[config.mk]
export PLATFORM = sky130hd
export DESIGN_NAME = usb_tx_scheduler
export DESIGN_NICKNAME = d
export VERILOG_FILES = /design/src/rtl/usb_tx_scheduler.sv
export SDC_FILE = /design/constraint.sdc
export NUM_CORES = 1
export LEC_CHECK = 0
export CAP_MARGIN = 0
export CORE_MARGIN = 2
export CORE_UTILIZATION = 30
export DETAILED_ROUTE_END_ITERATION = 6
export DONT_BUFFER_PORTS = 1
export GPL_TIMING_DRIVEN = 0
export HOLD_SLACK_MARGIN = 0.15
export SYNTH_ARGS = -nofsm -noshare
export SYNTH_HDL_FRONTEND = slang
export SYNTH_SLANG_ARGS = --single-unit
[constraint.sdc]
create_clock -name clk -period 2.7 [get_ports clk]
set_input_delay 0.81 -clock clk [delete_from_list [all_inputs] [get_ports clk]]
set_output_delay 0.81 -clock clk [all_outputs]
set_load 0.005 [all_outputs]
[src/rtl/usb_tx_scheduler.sv]
// usb_tx_scheduler: picks one of the handshake, token or data requesters and
// serialises the granted packet into the bit-stuffer. Each packet goes out as
// SYNC, PID, optional field and inline CRC5/CRC16, and the block then hands off
// to the EOP generator. Grants are combinational in the IDLE cycle. The bit
// stream is a mux of registered state, so a stall on bit_ready simply freezes it.
module usb_tx_scheduler #(
    parameter int MAX_DATA_BYTES = 8
) (
    input  logic                        clk,
    input  logic                        rst,
    input  logic                        hs_req,
    input  logic [3:0]                  hs_pid,
    output logic                        hs_gnt,
    input  logic                        tok_req,
    input  logic [3:0]                  tok_pid,
    input  logic [6:0]                  tok_addr,
    input  logic [3:0]                  tok_endp,
    output logic                        tok_gnt,
    input  logic                        dat_req,
    input  logic [3:0]                  dat_pid,
    input  logic [3:0]                  dat_len,
    input  logic [8*MAX_DATA_BYTES-1:0] dat_payload,
    output logic                        dat_gnt,
    output logic                        bit_out,
    output logic                        bit_valid,
    input  logic                        bit_ready,
    output logic                        eop_start,
    input  logic                        eop_done,
    output logic                        busy
);

    // Field shift register must hold either a full data payload or the
    // 11-bit token field, whichever is wider.
    localparam int FW  = 8 * MAX_DATA_BYTES;
    localparam int FRW = (FW > 11) ? FW : 11;
    // Bit counter spans the longest field and the 16-bit CRC.
    localparam int CW  = ($clog2(FRW + 1) > 5) ? $clog2(FRW + 1) : 5;

    localparam logic [2:0] S_IDLE  = 3'd0;
    localparam logic [2:0] S_SYNC  = 3'd1;
    localparam logic [2:0] S_PID   = 3'd2;
    localparam logic [2:0] S_FIELD = 3'd3;
    localparam logic [2:0] S_CRC   = 3'd4;
    localparam logic [2:0] S_EOP   = 3'd5;

    localparam logic [1:0] K_HS  = 2'd0;
    localparam logic [1:0] K_TOK = 2'd1;
    localparam logic [1:0] K_DAT = 2'd2;

    localparam logic [3:0]    MAXL     = 4'(MAX_DATA_BYTES);
    localparam logic [CW-1:0] C_SYNC_L = CW'(7);
    localparam logic [CW-1:0] C_CRC5_L = CW'(4);
    localparam logic [CW-1:0] C_CRC16L = CW'(15);
    localparam logic [CW-1:0] C_TOKLEN = CW'(11);

    logic [2:0]     state_q, state_d;
    logic [1:0]     kind_q, kind_d;
    logic [3:0]     pid_q, pid_d;
    logic [FRW-1:0] field_q, field_d;
    logic [CW-1:0]  flen_q, flen_d;
    logic [CW-1:0]  cnt_q, cnt_d;
    logic [4:0]     crc5_q, crc5_d;
    logic [15:0]    crc16_q, crc16_d;
    logic           eop_q, eop_d;

    logic           xfer;
    logic [CW-1:0]  cnt_inc;
    logic [3:0]     len_clamp;
    logic           fb5, fb16;
    logic           any_gnt;

    // Fixed-priority grant, only while idle and never during reset.
    always_comb begin
        hs_gnt  = (state_q == S_IDLE) && !rst && hs_req;
        tok_gnt = (state_q == S_IDLE) && !rst && !hs_req && tok_req;
        dat_gnt = (state_q == S_IDLE) && !rst && !hs_req && !tok_req && dat_req;
        any_gnt = hs_gnt || tok_gnt || dat_gnt;
    end

    // Serial bit selection from the current state and bit counter.
    always_comb begin
        bit_out   = 1'b0;
        bit_valid = 1'b0;
        case (state_q)
            S_SYNC: begin
                bit_valid = 1'b1;
                bit_out   = (cnt_q == C_SYNC_L);
            end
            S_PID: begin
                bit_valid = 1'b1;
                bit_out   = cnt_q[2] ? ~pid_q[cnt_q[1:0]] : pid_q[cnt_q[1:0]];
            end
            S_FIELD: begin
                bit_valid = 1'b1;
                bit_out   = field_q[0];
            end
            S_CRC: begin
                // Remainder is shifted out MSB first, which puts the
                // complemented CRC field on the wire LSB first.
                bit_valid = 1'b1;
                bit_out   = (kind_q == K_TOK) ? ~crc5_q[4] : ~crc16_q[15];
            end
            default: begin
                bit_out   = 1'b0;
                bit_valid = 1'b0;
            end
        endcase
    end

    assign busy      = (state_q != S_IDLE);
    assign eop_start = eop_q;
    assign xfer      = bit_valid && bit_ready;
    assign cnt_inc   = cnt_q + 1'b1;
    assign len_clamp = (dat_len > MAXL) ? MAXL : dat_len;
    assign fb5       = field_q[0] ^ crc5_q[4];
    assign fb16      = field_q[0] ^ crc16_q[15];

    // Packet sequencing: latch on grant, advance one bit per transfer.
    always_comb begin
        state_d = state_q;
        kind_d  = kind_q;
        pid_d   = pid_q;
        field_d = field_q;
        flen_d  = flen_q;
        cnt_d   = cnt_q;
        crc5_d  = crc5_q;
        crc16_d = crc16_q;
        eop_d   = 1'b0;
        case (state_q)
            S_IDLE: begin
                if (any_gnt) begin
                    state_d = S_SYNC;
                    cnt_d   = '0;
                    crc5_d  = 5'h1F;
                    crc16_d = 16'hFFFF;
                    if (hs_gnt) begin
                        kind_d  = K_HS;
                        pid_d   = hs_pid;
                        field_d = '0;
                        flen_d  = '0;
                    end else if (tok_gnt) begin
                        kind_d  = K_TOK;
                        pid_d   = tok_pid;
                        field_d = FRW'({tok_endp, tok_addr});
                        flen_d  = C_TOKLEN;
                    end else begin
                        kind_d  = K_DAT;
                        pid_d   = dat_pid;
                        field_d = FRW'(dat_payload);
                        flen_d  = CW'({len_clamp, 3'b000});
                    end
                end
            end
            S_SYNC: begin
                if (xfer) begin
                    cnt_d = cnt_inc;
                    if (cnt_q == C_SYNC_L) begin
                        state_d = S_PID;
                        cnt_d   = '0;
                    end
                end
            end
            S_PID: begin
                if (xfer) begin
                    cnt_d = cnt_inc;
                    if (cnt_q == C_SYNC_L) begin
                        cnt_d = '0;
                        if (kind_q == K_HS) begin
                            state_d = S_EOP;
                            eop_d   = 1'b1;
                        end else if (flen_q == '0) begin
                            state_d = S_CRC;
                        end else begin
                            state_d = S_FIELD;
                        end
                    end
                end
            end
            S_FIELD: begin
                if (xfer) begin
                    cnt_d   = cnt_inc;
                    field_d = {1'b0, field_q[FRW-1:1]};
                    crc5_d  = {crc5_q[3:0], 1'b0} ^ (fb5 ? 5'b00101 : 5'b00000);
                    crc16_d = {crc16_q[14:0], 1'b0} ^ (fb16 ? 16'h8005 : 16'h0000);
                    if (cnt_inc == flen_q) begin
                        state_d = S_CRC;
                        cnt_d   = '0;
                    end
                end
            end
            S_CRC: begin
                if (xfer) begin
                    cnt_d   = cnt_inc;
                    crc5_d  = {crc5_q[3:0], 1'b0};
                    crc16_d = {crc16_q[14:0], 1'b0};
                    if (cnt_q == ((kind_q == K_TOK) ? C_CRC5_L : C_CRC16L)) begin
                        state_d = S_EOP;
                        cnt_d   = '0;
                        eop_d   = 1'b1;
                    end
                end
            end
            S_EOP: begin
                if (eop_done) begin
                    state_d = S_IDLE;
                end
            end
            default: begin
                state_d = S_IDLE;
            end
        endcase
    end

    // State registers with synchronous reset; reset abandons any packet.
    always_ff @(posedge clk) begin
        if (rst) begin
            state_q <= S_IDLE;
            kind_q  <= K_HS;
            pid_q   <= '0;
            field_q <= '0;
            flen_q  <= '0;
            cnt_q   <= '0;
            crc5_q  <= '0;
            crc16_q <= '0;
            eop_q   <= 1'b0;
        end else begin
            state_q <= state_d;
            kind_q  <= kind_d;
            pid_q   <= pid_d;
            field_q <= field_d;
            flen_q  <= flen_d;
            cnt_q   <= cnt_d;
            crc5_q  <= crc5_d;
            crc16_q <= crc16_d;
            eop_q   <= eop_d;
        end
    end

endmodule

==> impl_metrics.csv <==
group,metric,value,unit
synthesis,synth_top_family_by_area,"simple AND/OR/NAND/NOR gates",
placement,place_congestion,0.912,
status,outcome,"completed",
power,p_int,3630,uW
synthesis,synth-async-reset-ratio,0,
setup_path,r2r-start,"state_q[1]",
route,ant_nets,0,
placement,io_buffers,0,
global_routing,antenna_found_initial,0,
synthesis,synth_edf_count,0,
power,pwr-share-clk,0.232,
synthesis,yosysWarningCount,0,
final_layout,drive_gt1_frac,0.0946,
clock_network,cts_buffer_depth,2,
synthesis,syn-cell-area,5270,um^2
synthesis,synth_compound_gate_area_share,0.232,
clock_network,numCtsBuffers,9,
setup_path,timing_worst_setup_path_type,"flip-flop to output port",
setup_path,crit_required,1890,ps
placement,pre_cts_ws,-179,ps
timing,max_clock_freq,0.374,GHz
synthesis,ys_seq_area_frac,0.403,
timing,finalSetupViolCount,0,
timing,finalHoldViolCount,0,
power,seqPwrFrac,0.387,
power,pwr-share-comb,0.380,
timing,rsz0062_at_grt,"yes",
hold_path,hold_start,"field_q[15]",
global_routing,grt_usage,0.178,
synthesis,synth.distinct_cells,60,
synthesis,synthAdderAreaFrac,0.00237,
hold_path,min_path_cells,2,
floorplanning,die-area,18600,um^2
synthesis,synth-xor-area-share,0.0195,
synthesis,yosys-mux-area-fraction,0.0159,
timing,drv_slew,0,
placement,dpl.hpwl,11.8,mm
route,drtIter0Drc,356,
setup_path,cp.arrival,1860,ps
final_layout,area_delta_synth_final,12.3,%
route,vias_per_cell,5.55,
floorplanning,die_h,137,um
route,drt-wirelength-per-cell,17.9,um
floorplanning,rows,48,
hold_path,min_path_type,"flip-flop to flip-flop",
floorplanning,initial_utilization,0.306,
global_routing,first_global_vias,4715,
synthesis,synth_ff_type,"dfxtp_1",
hold_path,holdPathEnd,"field_q[14]",
synthesis,avgSynthCellArea,7.89,um^2
clock_network,clk_pin_slew,70,ps
global_routing,grt_pass1_wl,25.7,mm
setup_path,cp-end-kind,"output port",
route,drc_errors,0,
power,switching_power,2260,uW
job,cap_violations,0,
timing,fin_crit,2670,ps
route,via_count,5064,
global_routing,grt_start_max_net_pins,18,
setup_path,cp_max_fo,2,
power,leakage,0.00207,uW
final_layout,finalNetCount,781,
clock_network,cts_tree,"done",
timing,tightestPinTransition,828,ps
route,wl,16.4,mm
final_layout,nFillCells,1829,
global_routing,grt_overflow,0,
clock_network,clock-root-buffer,"clkbuf_16",
clock_network,clkLatencyLatePin,360,ps
power,cellPowerDensity,995,nW/um^2
timing,setup_ws,25.8,ps
clock_network,h-tree-depth,3,
timing,post-route-period-util,0.990,
timing,finClkSkew,11.1,ps
synthesis,syn_inst,668,
floorplanning,dieWidth,137,um
setup_path,ff2ff_path_depth,6,
clock_network,numClockSinks,106,
power,p_sw_frac,0.383,
synthesis,yosys.area_share.simple,0.265,
setup_path,reg2reg_slack,240,ps
timing,relSlewSlack,0.448,
setup_path,worstSetupStartpointType,"flip-flop",
timing,finalSetupTns,0,ps
power,peakVddDrop,0.644,mV
synthesis,ys_ff_latch,106,
route,firstDrtPassIters,5,
final_layout,num_antenna_cells,0,
floorplanning,fp.coreArea,17200,um^2
setup_path,r2r-end,"field_q[36]",
floorplanning,ioPinCount,105,
synthesis,syn-num-nets,767,
==> final cells by class <==
class                      instances  area [um^2]  share of cell area
buffer                            65          312              0.0527
clock buffer                      11          243              0.0410
clock inverter                     5         60.1              0.0102
inverter                           7         26.3             0.00444
multi-input combinational        489         2840               0.480
sequential                       106         2120               0.359
tap                              225          282              0.0476
timing repair buffer               4         30.0             0.00508
==> sequential cells by signal, indices dropped and copies added, names as in the netlist <==
name	cells
state_q	3
eop_start	1
pid_q	4
crc16_q	16
kind_q	2
cnt_q	7
crc5_q	5
flen_q	4
field_q	64
==> cells in the mapped netlist (2+ instances only) <==
library cell  instances  area share
and4_1                2      0.0033
or3_1                 7      0.0083
o211ai_1              2      0.0028
o32ai_1               4      0.0066
buf_4                 3      0.0043
a41oi_1               3      0.0050
nor3_1               13       0.012
xor2_1                2      0.0033
nand2b_1              9       0.011
inv_1                 7      0.0050
nor3b_1               2      0.0028
o21ai_0              13       0.012
a211oi_1              6      0.0085
a32oi_1               2      0.0033
buf_6                 3      0.0064
mux2i_1               5      0.0095
xnor2_1               7       0.012
a221oi_1             11       0.018
nand2_1              76       0.054
a21oi_1              33       0.031
nor2b_1               3      0.0036
nand3_1              61       0.058
a31o_2                4      0.0066
and2_1                2      0.0024
nor2_1              117       0.083
o22ai_1              21       0.025
buf_2                19       0.018
a311oi_1             52       0.086
dfxtp_1             106        0.40
and3_1                2      0.0024
nand3b_1              2      0.0028
clkbuf_1             41       0.029
==> cells in the final DEF, fill, tap and decap left out, drive strengths merged, types with 3 or more instances in the layout <==
cell type    n
a31o         4
nor2b        3
nand2       76
mux2i        5
o21ai       13
nand3       62
clkbuf      51
o32ai        4
nor2       117
nor3        13
a21oi       33
a311oi      52
or3          7
inv          9
a211oi       6
nor3b        3
buf         29
a221oi      12
nand2b       9
xnor2        7
a32oi        3
a41oi        3
o22ai       21
dfxtp      106
==> metrics by stage <==
stage                     instances  power (uW)   util  area [um^2]  hold WS, ps
after floorplan                 668        3920      -         5270          432
after global placement          893        4450  0.322         5550          461
after detailed placement        893        4470  0.322         5550          468
after CTS                       911        5900  0.343         5910          474
after global routing            912        6300  0.343         5920          485
final                           912        5890  0.343         5920          475
==> per-layer routing <==
metal  up-vias  part of all wire  track usage
met3        23             0.077       0.0552
li1       2461                 -            -
met5         -                 0            0
met4         0             0.022       0.0579
met1      2420              0.45        0.241
met2       160              0.45        0.270
==> how the worst max path moves through the flow <==
stage,start,to,cells past startpoint
after floorplan,rst,tok_gnt,4
after global placement,rst,field_q[3],7
after detailed placement,rst,field_q[3],7
after CTS,cnt_q[0],bit_out,7
after global routing,cnt_q[0],bit_out,7
final,cnt_q[0],bit_out,7
==> kinds of logic after synthesis <==
family | Yosys count
XOR/XNOR | 10
adder cells (fa/ha/maj) | 1
AND/OR/NAND/NOR | 306
multiplexers | 7
flip-flops | 106
buffers and inverters | 73
AO/OA/AOI/OAI | 165
==> critical path, stage by stage (launching register included) <==
cell,delay [ps]
dfxtp_2,340
buf_8,100
mux4_2,490
xor2_1,140
nand2_1,60
nor2_1,100
a21oi_1,60
o22ai_2,210
==> power by group through the flow <==
stage	Sequential, uW	Clock (uW)	Combinational, uW
2_1_floorplan	2220	0	1690
3_3_place_gp	2280	0	2170
3_5_place_dp	2290	0	2190
4_1_cts	2270	1400	2220
5_1_grt	2340	1460	2510
6_report	2280	1370	2240
==> repair_timing <==
action	4_1_cts	5_1_grt
resized for setup	10	2
cloned	0	0
buffers inserted	3	1
hold endpoints to repair	0	0
endpoints found under the setup margin	4	3
pin swaps	3	2
hold buffers	0	0
(Power assumes the default switching activity.)
